File: src/rtl/ddram_pkg.sv
// Shared state encoding, default ROM region base and lane helpers for ddram_port.
package ddram_pkg;

  typedef enum logic [1:0] {
    ST_IDLE    = 2'd0,
    ST_WR_CMD  = 2'd1,
    ST_RD_CMD  = 2'd2,
    ST_RD_WAIT = 2'd3
  } ddram_state_t;

  localparam logic [6:0] DDRAM_BASE_DEF = 7'b0011000;

  function automatic logic [15:0] lane_sel(input logic [63:0] word, input logic [1:0] idx);
    logic [15:0] lane;
    case (idx)
      2'd0:    lane = word[15:0];
      2'd1:    lane = word[31:16];
      2'd2:    lane = word[47:32];
      2'd3:    lane = word[63:48];
      default: lane = 16'h0000;
    endcase
    return lane;
  endfunction

  function automatic logic [7:0] lane_be(input logic [1:0] idx);
    return 8'b0000_0011 << {idx, 1'b0};
  endfunction

endpackage

File: src/rtl/toggle_sync.sv
// Two-flop synchronizer for a request toggle; both flops clear on reset.
module toggle_sync (
  input  logic clk,
  input  logic rst,
  input  logic d,
  output logic q
);

  logic meta_r;
  logic sync_r;

  // Two-stage resynchronisation of the incoming toggle
  always_ff @(posedge clk or posedge rst) begin
    if (rst) begin
      meta_r <= 1'b0;
      sync_r <= 1'b0;
    end else begin
      meta_r <= d;
      sync_r <= meta_r;
    end
  end

  assign q = sync_r;

endmodule

File: src/rtl/ddram_port.sv
// Toggle-handshake bridge from the ROM write/read channels to the DDRAM Avalon master.
// Optional one-line read cache enabled by defining DDRAM_RDCACHE_EN.
module ddram_port
  import ddram_pkg::*;
#(
  parameter logic [6:0] BASE = DDRAM_BASE_DEF
) (
  input  logic        DDRAM_CLK,
  input  logic        reset,
  input  logic [24:0] wraddr,
  input  logic [15:0] din,
  input  logic        we_req,
  output logic        we_ack,
  input  logic [23:0] rdaddr,
  output logic [15:0] dout,
  input  logic        rd_req,
  output logic        rd_ack,
  input  logic        DDRAM_BUSY,
  output logic [7:0]  DDRAM_BURSTCNT,
  output logic [28:0] DDRAM_ADDR,
  input  logic [63:0] DDRAM_DOUT,
  input  logic        DDRAM_DOUT_READY,
  output logic        DDRAM_RD,
  output logic [63:0] DDRAM_DIN,
  output logic [7:0]  DDRAM_BE,
  output logic        DDRAM_WE
);

  ddram_state_t state_r, state_s;
  logic        we_sync_s, rd_sync_s, we_pend_s, rd_pend_s;
  logic        hit_s;
  logic [15:0] hit_data_s;
  logic        we_ack_r, we_ack_s, rd_ack_r, rd_ack_s;
  logic        we_r, we_s, rd_r, rd_s;
  logic [15:0] dout_r, dout_s;
  logic [28:0] addr_r, addr_s;
  logic [63:0] din_r, din_s;
  logic [7:0]  be_r, be_s;
  logic [1:0]  lane_r, lane_s;
  logic        unused_s;

  toggle_sync u_we_sync (.clk(DDRAM_CLK), .rst(reset), .d(we_req), .q(we_sync_s));
  toggle_sync u_rd_sync (.clk(DDRAM_CLK), .rst(reset), .d(rd_req), .q(rd_sync_s));

  assign we_pend_s = we_sync_s ^ we_ack_r;
  assign rd_pend_s = rd_sync_s ^ rd_ack_r;
  assign unused_s  = wraddr[0];

`ifdef DDRAM_RDCACHE_EN
  logic [63:0] line_r, merge_s;
  logic [21:0] ctag_r;
  logic        cvalid_r, wr_seen_r;

  assign hit_s      = cvalid_r & (ctag_r == rdaddr[23:2]);
  assign hit_data_s = lane_sel(line_r, rdaddr[1:0]);

  // Byte-merge of the write being accepted into the cached line
  always_comb begin
    merge_s = line_r;
    for (int b = 0; b < 8; b++) begin
      if (be_r[b]) merge_s[8*b +: 8] = din_r[8*b +: 8];
      else         merge_s[8*b +: 8] = line_r[8*b +: 8];
    end
  end

  // Line fill on read miss; first write after reset invalidates, later writes patch
  always_ff @(posedge DDRAM_CLK or posedge reset) begin
    if (reset) begin
      line_r    <= 64'h0;
      ctag_r    <= 22'h0;
      cvalid_r  <= 1'b0;
      wr_seen_r <= 1'b0;
    end else if (state_r == ST_RD_WAIT && DDRAM_DOUT_READY) begin
      line_r   <= DDRAM_DOUT;
      ctag_r   <= addr_r[21:0];
      cvalid_r <= 1'b1;
    end else if (state_r == ST_WR_CMD && !DDRAM_BUSY) begin
      wr_seen_r <= 1'b1;
      if (!wr_seen_r) begin
        cvalid_r <= 1'b0;
      end else if (cvalid_r && ctag_r == addr_r[21:0]) begin
        line_r <= merge_s;
      end
    end
  end
`else
  assign hit_s      = 1'b0;
  assign hit_data_s = 16'h0000;
`endif

  // Next-state and next-output decode; every output is registered below
  always_comb begin
    state_s  = state_r;
    we_ack_s = we_ack_r;
    rd_ack_s = rd_ack_r;
    we_s     = we_r;
    rd_s     = rd_r;
    dout_s   = dout_r;
    addr_s   = addr_r;
    din_s    = din_r;
    be_s     = be_r;
    lane_s   = lane_r;
    case (state_r)
      ST_IDLE: begin
        if (we_pend_s) begin
          state_s = ST_WR_CMD;
          we_s    = 1'b1;
          addr_s  = {BASE, wraddr[24:3]};
          din_s   = {4{din}};
          be_s    = lane_be(wraddr[2:1]);
          lane_s  = wraddr[2:1];
        end else if (rd_pend_s) begin
          if (hit_s) begin
            dout_s   = hit_data_s;
            rd_ack_s = ~rd_ack_r;
          end else begin
            state_s = ST_RD_CMD;
            rd_s    = 1'b1;
            addr_s  = {BASE, rdaddr[23:2]};
            lane_s  = rdaddr[1:0];
          end
        end else begin
          state_s = ST_IDLE;
        end
      end
      ST_WR_CMD: begin
        if (!DDRAM_BUSY) begin
          we_s     = 1'b0;
          we_ack_s = ~we_ack_r;
          state_s  = ST_IDLE;
        end else begin
          we_s = 1'b1;
        end
      end
      ST_RD_CMD: begin
        if (!DDRAM_BUSY) begin
          rd_s    = 1'b0;
          state_s = ST_RD_WAIT;
        end else begin
          rd_s = 1'b1;
        end
      end
      ST_RD_WAIT: begin
        if (DDRAM_DOUT_READY) begin
          dout_s   = lane_sel(DDRAM_DOUT, lane_r);
          rd_ack_s = ~rd_ack_r;
          state_s  = ST_IDLE;
        end else begin
          state_s = ST_RD_WAIT;
        end
      end
      default: begin
        state_s = ST_IDLE;
        we_s    = 1'b0;
        rd_s    = 1'b0;
      end
    endcase
  end

  // State and output registers
  always_ff @(posedge DDRAM_CLK or posedge reset) begin
    if (reset) begin
      state_r  <= ST_IDLE;
      we_ack_r <= 1'b0;
      rd_ack_r <= 1'b0;
      we_r     <= 1'b0;
      rd_r     <= 1'b0;
      dout_r   <= 16'h0000;
      addr_r   <= 29'h0;
      din_r    <= 64'h0;
      be_r     <= 8'h00;
      lane_r   <= 2'd0;
    end else begin
      state_r  <= state_s;
      we_ack_r <= we_ack_s;
      rd_ack_r <= rd_ack_s;
      we_r     <= we_s;
      rd_r     <= rd_s;
      dout_r   <= dout_s;
      addr_r   <= addr_s;
      din_r    <= din_s;
      be_r     <= be_s;
      lane_r   <= lane_s;
    end
  end

  assign we_ack         = we_ack_r;
  assign rd_ack         = rd_ack_r;
  assign dout           = dout_r;
  assign DDRAM_WE       = we_r;
  assign DDRAM_RD       = rd_r;
  assign DDRAM_ADDR     = addr_r;
  assign DDRAM_DIN      = din_r;
  assign DDRAM_BE       = be_r;
  assign DDRAM_BURSTCNT = 8'd1;

endmodule

File: config.mk
export PLATFORM = sky130hd
export DESIGN_NAME = ddram_port
export DESIGN_NICKNAME = d
export VERILOG_FILES = /design/src/rtl/ddram_pkg.sv /design/src/rtl/toggle_sync.sv /design/src/rtl/ddram_port.sv
export SDC_FILE = /design/constraint.sdc
export NUM_CORES = 1
export LEC_CHECK = 0
export BUFFER_PORTS_ARGS = -buffer_cell sky130_fd_sc_hd__buf_4
export CAP_MARGIN = 10
export CORE_ASPECT_RATIO = 1.5
export CORE_MARGIN = 3
export CORE_UTILIZATION = 37
export CTS_BUF_LIST = sky130_fd_sc_hd__clkbuf_4
export DETAILED_ROUTE_END_ITERATION = 7
export PLACE_DENSITY = 0.73
export SLEW_MARGIN = 10
export SYNTH_ARGS = -nofsm -noshare
export SYNTH_HDL_FRONTEND = slang
export SYNTH_SLANG_ARGS = --single-unit
File: constraint.sdc
create_clock -name DDRAM_CLK -period 4.05 [get_ports DDRAM_CLK]
set_input_delay 0.81 -clock DDRAM_CLK [delete_from_list [all_inputs] [get_ports DDRAM_CLK]]
set_output_delay 0.81 -clock DDRAM_CLK [all_outputs]
set_load 0.05 [all_outputs]
==> impl_metrics.tcl, run 1 <==
set metrics [dict create \
    grt_max_degree 49 \
    postCtsSetupBuffers 0 \
    gr-usage-met2_pct 28.79 \
    synthCells 282 \
    viasPerCell 4.694 \
    die_w_um 89.28 \
    final_nets 611 \
    pre_cts_ws_ns 1.800 \
    arrival_ns 2.48 \
    cts_max_level 3 \
    finalHoldViolations 0 \
    cts_resized 0 \
    fmax_mhz 458.3 \
    initial_utilization_pct 37.98 \
    rsz0062_at_grt "false" \
    core_area_um2 10130 \
    antenna_found_initial 1 \
    ios 264 \
    cts.clk_slew.worst_paths_ns 0.12 \
    hold_ws_ns 0.3606 \
    yosysWarnings 0 \
    setup_tns_ns 0 \
    via_count 2812 \
    drc 0 \
    synth_area_leaders "dfrtp_1 (46%), mux2_2 (20%), buf_4 (13%)" \
    track_usage_pct 15.80 \
    wl_mm 9.571 \
    wl_per_cell_um 15.98 \
    regArea_um2 1777 \
    required_ns 4.35 \
    drv_slew 0 \
    critPathMaxFanout 22 \
    root_buffer "clkbuf_4" \
    synth_top_area_share_pct 46.16 \
    grt.overflow.total 0 \
    crit_type "flop to flop" \
    worst-slew-pin-transition_ns 0.9981 \
    fin_skew_ns 0.009466 \
    layout_commonest_cell "buf_4" \
    insertion_delay_ns 0.41 \
    syn_area_um2 3849 \
    fillers 917 \
    numCtsBuffers 9 \
    die_area_um2 11690 \
    mostFrequentLayoutCells "buf_4 (252), dfrtp_1 (71), mux2_2 (67)" \
    row_count 45 \
    top_usage_layer "met2" \
    grtUsageMet3_pct 3.011 \
    hpwl_mm 7.735 \
    port_buffers 249 \
    cp-start-kind "flop" \
    setup_slack_ns 1.868 \
    crit_path_end_kind "flop" \
    ys_ff_latch 71 \
    drive_gt1_share_pct 73.39 \
    postRouteAntennaNets 0 \
    slew_headroom_pct 33.46 \
    cts_tree "yes" \
    grt_pass1_vias 2803 \
    cts.sinks 71 \
    min_period_ns 2.182 \
    place.gp.congestion 0.7605 \
    multi_input_area_um2 1526 \
    yosysSeqAreaShare_pct 46.16 \
    grtUsageMet1_pct 16.32 \
    hold_buffers 0 \
    synth_top_flop_cell "dfrtp_1" \
    clockBufferDepth 2 \
    grt_pass1_wl_mm 13.79 \
    hold_path_class "flop to flop" \
    synth.distinct_cells 27 \
    fin_crit_sh_pct 53.88 \
    yosys.area.top_type "dfrtp_1" \
    syn_area_per_cell_um2 13.65 \
    drt-initial-drc-count 57 \
    async_reset_ff_share_pct 100.0 \
    die_h_um 130.9 \
    status "complete, no violations" \
    first_pass_iters 4 \
    synth_edf_count 0 \
    syn_to_final_growth_pct 43.30 \
    setup_viol 0 \
    drv_cap 0 \
]
==> critical path, cell delays in order (launching register included) <==
cell	delay (ns)
dfrtp_1	0.44
xnor2_2	0.37
or3_1	0.83
mux2_2	0.41
==> flip-flops by register name, indices dropped and copies added, names as in the netlist, 2 cells and up <==
register    cells
DDRAM_DIN      16
dout           16
DDRAM_BE        4
lane_r          2
state_r         2
DDRAM_ADDR     23
==> kinds of logic after synthesis <==
| family | count (synthesis) | synth area share [%] |
|---|---|---|
| other | 2 | 0.1951 |
| XOR/XNOR | 4 | 1.106 |
| AND/OR/NAND/NOR | 15 | 1.951 |
| multiplexers | 101 | 34.20 |
| AO/OA/AOI/OAI | 5 | 1.138 |
| flip-flops | 71 | 46.16 |
| buffers and inverters | 84 | 15.25 |
==> worst paths after layout <==
kind	from	end	slack, ns	cells past startpoint
worst max-delay path	we_ack$_DFFE_PP0P_	DDRAM_DIN[49]$_DFFE_PP0P_	1.87	3
worst min-delay path	u_rd_sync.meta_r$_DFF_PP0_	u_rd_sync.q$_DFF_PP0_	0.36	0
worst max register to register	we_ack$_DFFE_PP0P_	DDRAM_DIN[49]$_DFFE_PP0P_	1.87	3
worst min register to register	u_rd_sync.meta_r$_DFF_PP0_	u_rd_sync.q$_DFF_PP0_	0.36	0
max in group asynchronous	reset	lane_r[1]$_DFFE_PP0P_	2.71	3
min in group asynchronous	reset	dout[9]$_DFFE_PP0P_	0.53	2
==> synthesized netlist by cell type, drive strengths merged, types with 2 or more instances <==
| cell type | number |
|---|---|
| inv | 4 |
| mux4 | 16 |
| a21oi | 2 |
| xnor2 | 3 |
| buf | 75 |
| mux2 | 84 |
| conb | 2 |
| nor2b | 2 |
| nor2 | 2 |
| clkbuf | 5 |
| nand2 | 5 |
| dfrtp | 71 |
==> through the flow <==
stage | util, % | instances | area (µm²)
after floorplan | - | 293 | 3890
after global placement | 52.86 | 582 | 5358
after detailed placement | 52.86 | 582 | 5358
after CTS | 54.40 | 598 | 5513
after global routing | 54.42 | 599 | 5515
final | 54.42 | 599 | 5515
==> final cells by class <==
class / instances / share of cell area, %
repair buffers: 252 / 34.30
clock buffers: 9 / 1.225
multi-input cells: 138 / 27.68
inverters: 4 / 0.2949
clock inverters: 7 / 1.588
flip-flops and latches: 71 / 32.21
well taps: 117 / 2.654
diodes: 1 / 0.04537
==> metal layers <==
| layer | wire, µm | part of all wire [%] | vias up |
|---|---|---|---|
| met5 | 0 | 0 | - |
| met4 | 296 | 3.1 | 0 |
| met3 | 686 | 7.2 | 21 |
| met2 | 5410 | 57 | 135 |
| met1 | 3177 | 33 | 1360 |
| li1 | - | - | 1296 |
Power of run 1 is not shown: default switching activity piles up to over one toggle a cycle in this logic, so the estimate is an artifact.
==> inputs of run 2 (changes only) <==
- PLACE_DENSITY: 0.73 -> 0.76
- clock period: 4.05 -> 1.8 ns (I/O delays scaled with it)
==> impl_metrics.tcl, run 2 (same netlist as run 1, synthesis figures left out) <==
set metrics [dict create \
    drt-initial-drc-count 61 \
    insertion_delay_ns 0.41 \
    largest_reg_flops 23 \
    rr_endpoint "DDRAM_DIN[56]$_DFFE_PP0P_" \
    fin_area_um2 5669 \
    clockBufferDepth 2 \
    setup_tns_ns 0 \
    worst-path-stages 4 \
    first_pass_iters 4 \
    initial_utilization_pct 37.98 \
    placedInstanceArea_um2 5524 \
    grt_pass1_vias 2800 \
    setup_slack_ns 0.1095 \
    cts_resized 0 \
    die_w_um 89.28 \
    mostFrequentLayoutCells "buf_4 (256), dfrtp_1 (69), mux2_2 (67)" \
    die_area_um2 11690 \
    crit_type "flop to flop" \
    antenna_found_initial 1 \
    numCtsBuffers 9 \
    fin_crit_sh_pct 93.91 \
    crit_path_top_delay_cell "dfrtp_2" \
    r2r_slack_ns 0.11 \
    cp-startpoint "we_ack$_DFFE_PP0P_" \
    fillers 886 \
    via_count 2826 \
    pre_cts_ws_ns 0.1224 \
    syn_to_final_growth_pct 47.30 \
    postRouteAntennaNets 0 \
    crit_family "flip-flops" \
    drc 0 \
    finalHoldViolations 0 \
    cts_max_level 3 \
    required_ns 2.09 \
    worst-slew-pin-transition_ns 0.5226 \
    rr_worst_depth 4 \
    ios 264 \
    cpPeakStageDelay_ns 0.47 \
    cts.clk_slew.worst_paths_ns 0.12 \
    grt.overflow.total 0 \
    drv_slew 0 \
    track_usage_pct 15.65 \
    crit_path_end_kind "flop" \
    drv_cap 0 \
    min_period_ns 1.690 \
    crit_path_end "DDRAM_DIN[56]$_DFFE_PP0P_" \
    root_buffer "clkbuf_4" \
    arrival_ns 1.98 \
    path_buf_inv 1 \
    drive_gt1_share_pct 74.09 \
    die_h_um 130.9 \
    port_buffers 249 \
    place.gp.congestion 0.6909 \
    grt_max_degree 31 \
    layout_commonest_cell "buf_4" \
    row_count 45 \
    fmax_mhz 591.6 \
    multi_input_area_um2 1538 \
    regArea_um2 1779 \
    core_area_um2 10130 \
    slew_headroom_pct 65.09 \
    wl_per_cell_um 15.80 \
    hold_path_class "input port to flop" \
    wl_mm 9.667 \
    crit_chain "xnor2_4, or3_1, buf_12, mux2_1" \
    viasPerCell 4.618 \
    final_nets 624 \
    status "complete, no violations" \
    fin_skew_ns 0.01458 \
    rr_startpoint "we_ack$_DFFE_PP0P_" \
    rsz0062_at_grt "false" \
    postCtsSetupBuffers 0 \
    hpwl_mm 8.005 \
    critPathMaxFanout 20 \
    grt_pass1_wl_mm 13.70 \
    cp-start-kind "flop" \
    cts.sinks 71 \
    setup_viol 0 \
    cts_tree "yes" \
]
## run 2: cell types whose count changed in the layout (fill, tap and decap cells not counted), sizes merged
cell / change
buf: +10
clkbuf: +1
bufinv: -2
dlygate4sd3: +3
clkinvlp: +1
## run 2: final cells by class
class	instances	share of cell area, %
tap	117	2.582
antenna	1	0.04414
clock inverter	6	0.6621
clock buffer	10	1.324
multi-input combinational	138	27.12
inverter	4	0.3311
timing repair buffer	265	36.55
sequential	71	31.38
## run 2: what timing repair did
action,CTS,global route
hold endpoints to repair,19,2
hold buffers,1,2
setup endpoints to repair,0,0
## run 2: how the worst min path moves through the flow
stage	startpoint	end	cells past startpoint
2_1_floorplan	u_rd_sync.meta_r$_DFF_PP0_	u_rd_sync.q$_DFF_PP0_	0
3_5_place_dp	u_we_sync.meta_r$_DFF_PP0_	u_we_sync.q$_DFF_PP0_	0
6_report	din[10]	DDRAM_DIN[58]$_DFFE_PP0P_	2
3_3_place_gp	u_rd_sync.meta_r$_DFF_PP0_	u_rd_sync.q$_DFF_PP0_	0
5_1_grt	din[3]	DDRAM_DIN[51]$_DFFE_PP0P_	2
4_1_cts	we_req	u_we_sync.meta_r$_DFF_PP0_	1
## run 2: metrics by stage
step | hold slack, ns | std cells | utilization [%]
4_1_cts | 0.003762 | 609 | 55.72
2_1_floorplan | 0.3312 | 293 | -
3_5_place_dp | 0.3347 | 592 | 54.51
5_1_grt | 0.09604 | 612 | 55.94
6_report | 0.1530 | 612 | 55.94
3_3_place_gp | 0.3324 | 592 | 54.51
## run 2: per-layer routing
layer  vias to the layer above  wire length, µm  part of all wire (%)  track usage (%)
li1                       1320                -                     -                -
met1                      1363             3301                    34            17.02
met2                       130             5402                    56            27.62
met3                        13              763                   7.9            4.893
met4                         0              201                   2.1            6.573
met5                         -                0                     0                0
Power of run 2 is left out for the same reason.
